[config.mk]
export PLATFORM = sky130hd
export DESIGN_NAME = lab_cu_pro
export DESIGN_NICKNAME = d
export VERILOG_FILES = /design/src/rtl/lab_cu_pro_pkg.sv /design/src/rtl/lab_cu_pro_outdec.sv /design/src/rtl/lab_cu_pro.sv
export SDC_FILE = /design/constraint.sdc
export NUM_CORES = 1
export LEC_CHECK = 0
export BUFFER_PORTS_ARGS = -buffer_cell sky130_fd_sc_hd__buf_2
export CORE_AREA = 2 2 39 41
export CTS_CLUSTER_DIAMETER = 50
export CTS_CLUSTER_SIZE = 24
export DETAILED_ROUTE_END_ITERATION = 10
export DIE_AREA = 0 0 41 43
export GPL_TIMING_DRIVEN = 0
export SLEW_MARGIN = 20
export SYNTH_ARGS = -nofsm -noshare
export SYNTH_HDL_FRONTEND = slang
export SYNTH_SLANG_ARGS = --single-unit
[constraint.sdc]
create_clock -name clock -period 2 [get_ports clock]
set_clock_uncertainty 0.1 [all_clocks]
set_input_delay 0.3 -clock clock [delete_from_list [all_inputs] [get_ports clock]]
set_output_delay 0.3 -clock clock [all_outputs]
set_load 0.02 [all_outputs]
[src/rtl/lab_cu_pro_pkg.sv]
// lab_cpu_pkg: opcode, state and A-source encodings shared by the accumulator CPU control unit.
package lab_cpu_pkg;

    localparam logic [2:0] OP_LDA  = 3'b000;
    localparam logic [2:0] OP_STA  = 3'b001;
    localparam logic [2:0] OP_ADD  = 3'b010;
    localparam logic [2:0] OP_SUB  = 3'b011;
    localparam logic [2:0] OP_IN   = 3'b100;
    localparam logic [2:0] OP_JZ   = 3'b101;
    localparam logic [2:0] OP_JPOS = 3'b110;
    localparam logic [2:0] OP_HALT = 3'b111;

    localparam logic [3:0] S_FETCH  = 4'd0;
    localparam logic [3:0] S_DECODE = 4'd1;
    localparam logic [3:0] S_LDA    = 4'd2;
    localparam logic [3:0] S_STA    = 4'd3;
    localparam logic [3:0] S_ADD    = 4'd4;
    localparam logic [3:0] S_SUB    = 4'd5;
    localparam logic [3:0] S_INWAIT = 4'd6;
    localparam logic [3:0] S_INREL  = 4'd7;
    localparam logic [3:0] S_JZ     = 4'd8;
    localparam logic [3:0] S_JPOS   = 4'd9;
    localparam logic [3:0] S_HALT   = 4'd10;

    localparam logic [1:0] ASEL_ALU = 2'd0;
    localparam logic [1:0] ASEL_IN  = 2'd1;
    localparam logic [1:0] ASEL_MEM = 2'd2;

    typedef struct packed {
        logic       irload;
        logic       jmpmux;
        logic       pcload;
        logic       meminst;
        logic       memwr;
        logic [1:0] asel;
        logic       aload;
        logic       sub;
        logic       halt;
    } ctrl_t;

    // Execute state entered from DECODE for each opcode; IN starts by waiting for the key.
    function automatic logic [3:0] op_state(input logic [2:0] op);
        case (op)
            OP_LDA:  op_state = S_LDA;
            OP_STA:  op_state = S_STA;
            OP_ADD:  op_state = S_ADD;
            OP_SUB:  op_state = S_SUB;
            OP_IN:   op_state = S_INWAIT;
            OP_JZ:   op_state = S_JZ;
            OP_JPOS: op_state = S_JPOS;
            default: op_state = S_HALT;
        endcase
    endfunction

endpackage

[src/rtl/lab_cu_pro_outdec.sv]
// lab_cu_outdec: combinational strobe decoder; Moore per state, Mealy in INWAIT, JZ and JPOS.
module lab_cu_outdec
    import lab_cpu_pkg::*;
(
    input  logic [3:0] state,
    input  logic       enter,
    input  logic       aeq0,
    input  logic       apos,
    output ctrl_t      ctrl
);

    always_comb begin
        ctrl = '0;
        case (state)
            S_FETCH: begin
                ctrl.irload = 1'b1;
                ctrl.pcload = 1'b1;
            end
            S_DECODE: ctrl.meminst = 1'b1;
            S_LDA: begin
                ctrl.meminst = 1'b1;
                ctrl.asel    = ASEL_MEM;
                ctrl.aload   = 1'b1;
            end
            S_STA: begin
                ctrl.meminst = 1'b1;
                ctrl.memwr   = 1'b1;
            end
            S_ADD, S_SUB: begin
                ctrl.meminst = 1'b1;
                ctrl.asel    = ASEL_ALU;
                ctrl.aload   = 1'b1;
                ctrl.sub     = (state == S_SUB);
            end
            S_INWAIT: begin
                ctrl.asel  = ASEL_IN;
                ctrl.aload = enter;
            end
            S_JZ: begin
                ctrl.jmpmux = 1'b1;
                ctrl.pcload = aeq0;
            end
            S_JPOS: begin
                ctrl.jmpmux = 1'b1;
                ctrl.pcload = apos;
            end
            S_HALT: ctrl.halt = 1'b1;
            default: ctrl = '0;
        endcase
    end

endmodule

[src/rtl/lab_cu_pro.sv]
// lab_cu_pro: fetch/decode/execute sequencer for the 8-bit accumulator processor.
module lab_cu_pro
    import lab_cpu_pkg::*;
(
    input  logic       clock,
    input  logic       reset,
    input  logic [2:0] IR75,
    input  logic       Aeq0,
    input  logic       Apos,
    input  logic       Enter,
    output logic       IRload,
    output logic       JMPmux,
    output logic       PCload,
    output logic       Meminst,
    output logic       MemWr,
    output logic [1:0] Asel,
    output logic       Aload,
    output logic       Sub,
    output logic       Halt,
    output logic [3:0] state
);

    logic [3:0] state_q, state_d;
    ctrl_t      ctrl;

    always_comb begin
        state_d = S_FETCH;
        case (state_q)
            S_FETCH:  state_d = S_DECODE;
            S_DECODE: state_d = op_state(IR75);
            S_INWAIT: state_d = Enter ? S_INREL : S_INWAIT;
            // Held key parks here so a single press loads A only once.
            S_INREL:  state_d = Enter ? S_INREL : S_FETCH;
            S_HALT:   state_d = S_HALT;
            default:  state_d = S_FETCH;
        endcase
    end

    always_ff @(posedge clock or negedge reset) begin
        if (!reset) state_q <= S_FETCH;
        else        state_q <= state_d;
    end

    lab_cu_outdec u_outdec (
        .state (state_q),
        .enter (Enter),
        .aeq0  (Aeq0),
        .apos  (Apos),
        .ctrl  (ctrl)
    );

    assign IRload  = ctrl.irload;
    assign JMPmux  = ctrl.jmpmux;
    assign PCload  = ctrl.pcload;
    assign Meminst = ctrl.meminst;
    assign MemWr   = ctrl.memwr;
    assign Asel    = ctrl.asel;
    assign Aload   = ctrl.aload;
    assign Sub     = ctrl.sub;
    assign Halt    = ctrl.halt;
    assign state   = state_q;

endmodule

==> summary.md <==
| Metric | Value |
|---|---|
| Post-Place Worst Slack | `around 0.42 ns` |
| Status | `finished clean` |
| Worst min path class | `in -> async` |
| CTS resizes | `0` |
| Nets | `79` |
| Routed length per instance | `12.55 um` |
| Synth Warn # | `0` |
| Initial Util | `0.2740` |
| Core area | `approximately 1400 um2` |
| Minimum clock period | `~1.8 ns` |
| Vias after detailed routing | `423` |
| GRT overflow | `0` |
| Post-CTS Hold Fix Bufs | `1` |
| Post-synth top area cell | `dfrtp_1` |
| Critical path class | `reg -> out` |
| ANT cells | `0` |
| IO buf count | `21` |
| Syn_nets | `between 50 and 60` |
| Max IR drop VDD | `~0.00057 V` |
| Fmax | `0.5504 GHz` |
| Final TNS setup | `0 ns` |
| Final hold slack | `around 0.3 ns` |
| Root buf cell | `clkbuf_4` |
| Post-synth top area share | `0.2640` |
| Most frequent cells in the layout | `22 x buf_2, 4 x dfrtp_1, 3 x nand2_1, 3 x nor3_1, 3 x clkbuf_4` |
| Power Density | `1683 nW/um2` |
| RSZ-0062 raised after global routing | `no` |
| Delay-heaviest family, CP | `flip-flops` |
| Syn Area/Cell | `roughly 8.6 um2` |
| Final wirelength | `1067 um` |
| Mapped Cells | `44` |
| # rows | `14` |
| I/O Pins | `22` |
| Initial antenna violation count | `0` |
| Area delta synth->final | `41.58%` |
| Htree depth | `1` |
| Antenna Nets Post-Route | `0` |
| Largest cells by area after synthesis | `dfrtp_1 26%, xnor2_1 4.6%, o41ai_2 4.3%, nor3_1 4.0%, a2111oi_2 4.0%` |
| Commonest non-fill, non-tap cell in the layout | `buf_2` |
| GRT Total Usage | `0.1250` |
| Synth Register Bits | `4` |
| Asr flop ratio synth | `1.000` |
| Vias in the first global route | `roughly 330` |
| Bufs on Longest Clock Path | `2` |
| EDFF count, synth | `0` |
| Cell area after synthesis | `about 380 um2` |
| Cell area after layout | `between 500 and 600 um2` |
| Req. time, crit path | `around 1.6 ns` |
| Final Max Slew Viols | `0` |
| TritonCTS buffer count | `3` |
| Post-route DRC violation count | `0` |
| Tot Pwr | `about 900 uW` |
| Slew @ Worst Pin | `between 0.3 and 0.4 ns` |
| Final period util | `0.9084` |
| Yosys cell types | `30` |
| Placement Cell Area | `about 500 um2` |
| Detailed Routing Iterations Pass 1 | `4` |
| Crit path cell chain | `nor3b_2 > a2111oi_2 > buf_2` |
| Startpoint types | `flip-flop` |
| Ratio of cells with drive above 1 in the final layout | `0.4928` |
| Max Cap Viol | `0` |
| Max FO, Critical Path | `8` |
| Clock net sink count | `4` |
| Buffers & Inverters on Critical Path | `1` |
| Fin. Hold Viols | `0` |
| Clk slew on worst S/H paths | `about 0.040 ns` |
| Setup Viol. Count Final | `0` |
| Vias/cell | `4.976` |
| Final WS setup | `approximately 0.18 ns` |
| Worst skew pair latency | `0.23 ns` |
| Worst path slowest cell | `dfrtp_1` |
| Crit. End Element | `primary output` |
| Chip height | `roughly 43 um` |
| Largest net degree at the start of global routing | `11` |
| Leak Pwr | `approximately 0.00026 uW` |
| Setup slack, reg-to-reg | `0.79 ns` |
| Post-CTS Setup Repair Bufs | `0` |
| Slew HR | `0.7835` |
| Die Width | `41 um` |
| Largest register FFs | `4` |
| Sequential fraction of the synthesis area | `0.2640` |
| First-pass GRT wire length | `1483 um` |
| CTS tree | `built` |
| Die ar. | `1763 um2` |
| Primary FF master, synth | `dfrtp_1` |
| Crit path largest cell delay | `between 0.4 and 0.5 ns` |
| 1st-iter DRT viols | `7` |
| DPL Wire Length | `around 770 um` |
| Routability Congestion | `approximately 0.71` |
| Arrival time at the worst endpoint | `1.42 ns` |
cell type report:
class	count	area (um2)
Buffer	3	20.02
Clock buffer	3	22.52
Fill cell	147	847.1
Inverter	3	11.26
Multi-Input combinational cell	34	247.7
Sequential cell	4	100.1
Tap cell	16	20.02
Timing Repair Buffer	22	115.1
power breakdown:
| part | total [uW] | switching (uW) | internal (uW) | leakage, uW |
|---|---|---|---|---|
| Combinational | 613 | 372 | 241 | 0.000198 |
| Sequential | 194 | 78.9 | 115 | 0.0000521 |
| Clock | 97.2 | 30.3 | 66.9 | 0.0000138 |
| Total | 903 | 481 | 422 | 0.000264 |
cell families (layout without fill, tap and decap cells):
group / after synthesis / after routing / synth area share
xor gates and xnor gates: 2 / 2 / 0.04621
and+or+nand+nor: 20 / 20 / 0.3400
AOI/OAI and AO/OA: 12 / 12 / 0.2673
buffers and inverters: 6 / 31 / 0.08248
DFF: 4 / 4 / 0.2640
cell usage after synthesis (2+ instances only):
library cell / n
a211oi_1: 2
a21oi_1: 2
buf_4: 2
dfrtp_1: 4
inv_1: 2
nand2_1: 3
nor2_1: 2
nor3_1: 3
nor4_1: 2
xnor2_1: 2
metrics by stage:
stage / utilization / instances
finish: 0.3879 / 85
global route: 0.3879 / 85
CTS: 0.3879 / 85
detailed placement: 0.3644 / 81
global placement: 0.3644 / 81
floorplan: - / 44
layer usage:
| metal | GRT usage | wire [um] |
|---|---|---|
| met1 | 0.1726 | 542 |
| met2 | 0.1656 | 448 |
| met3 | 0.06283 | 76 |
| met4 | 0.04000 | 0 |
| met5 | 0 | 0 |
worst paths after layout:
| check | depth (start not counted) | from | to |
|---|---|---|---|
| min | 2 | reset | state[2] |
| min in group clock | 3 | Enter | state[0] |
| min reg2reg | 1 | state[1] | state[0] |
| max | 3 | state[3] | PCload |
| max in group asynchronous | 2 | reset | state[3] |
| max reg2reg | 3 | state[3] | state[3] |
worst register-to-register path: stages (launching register included):
cell     delay, ns
dfrtp_1       0.46
buf_2         0.27
nand3_1       0.12
a21oi_1       0.17
Note: power is estimated with default switching activity, not from simulation.
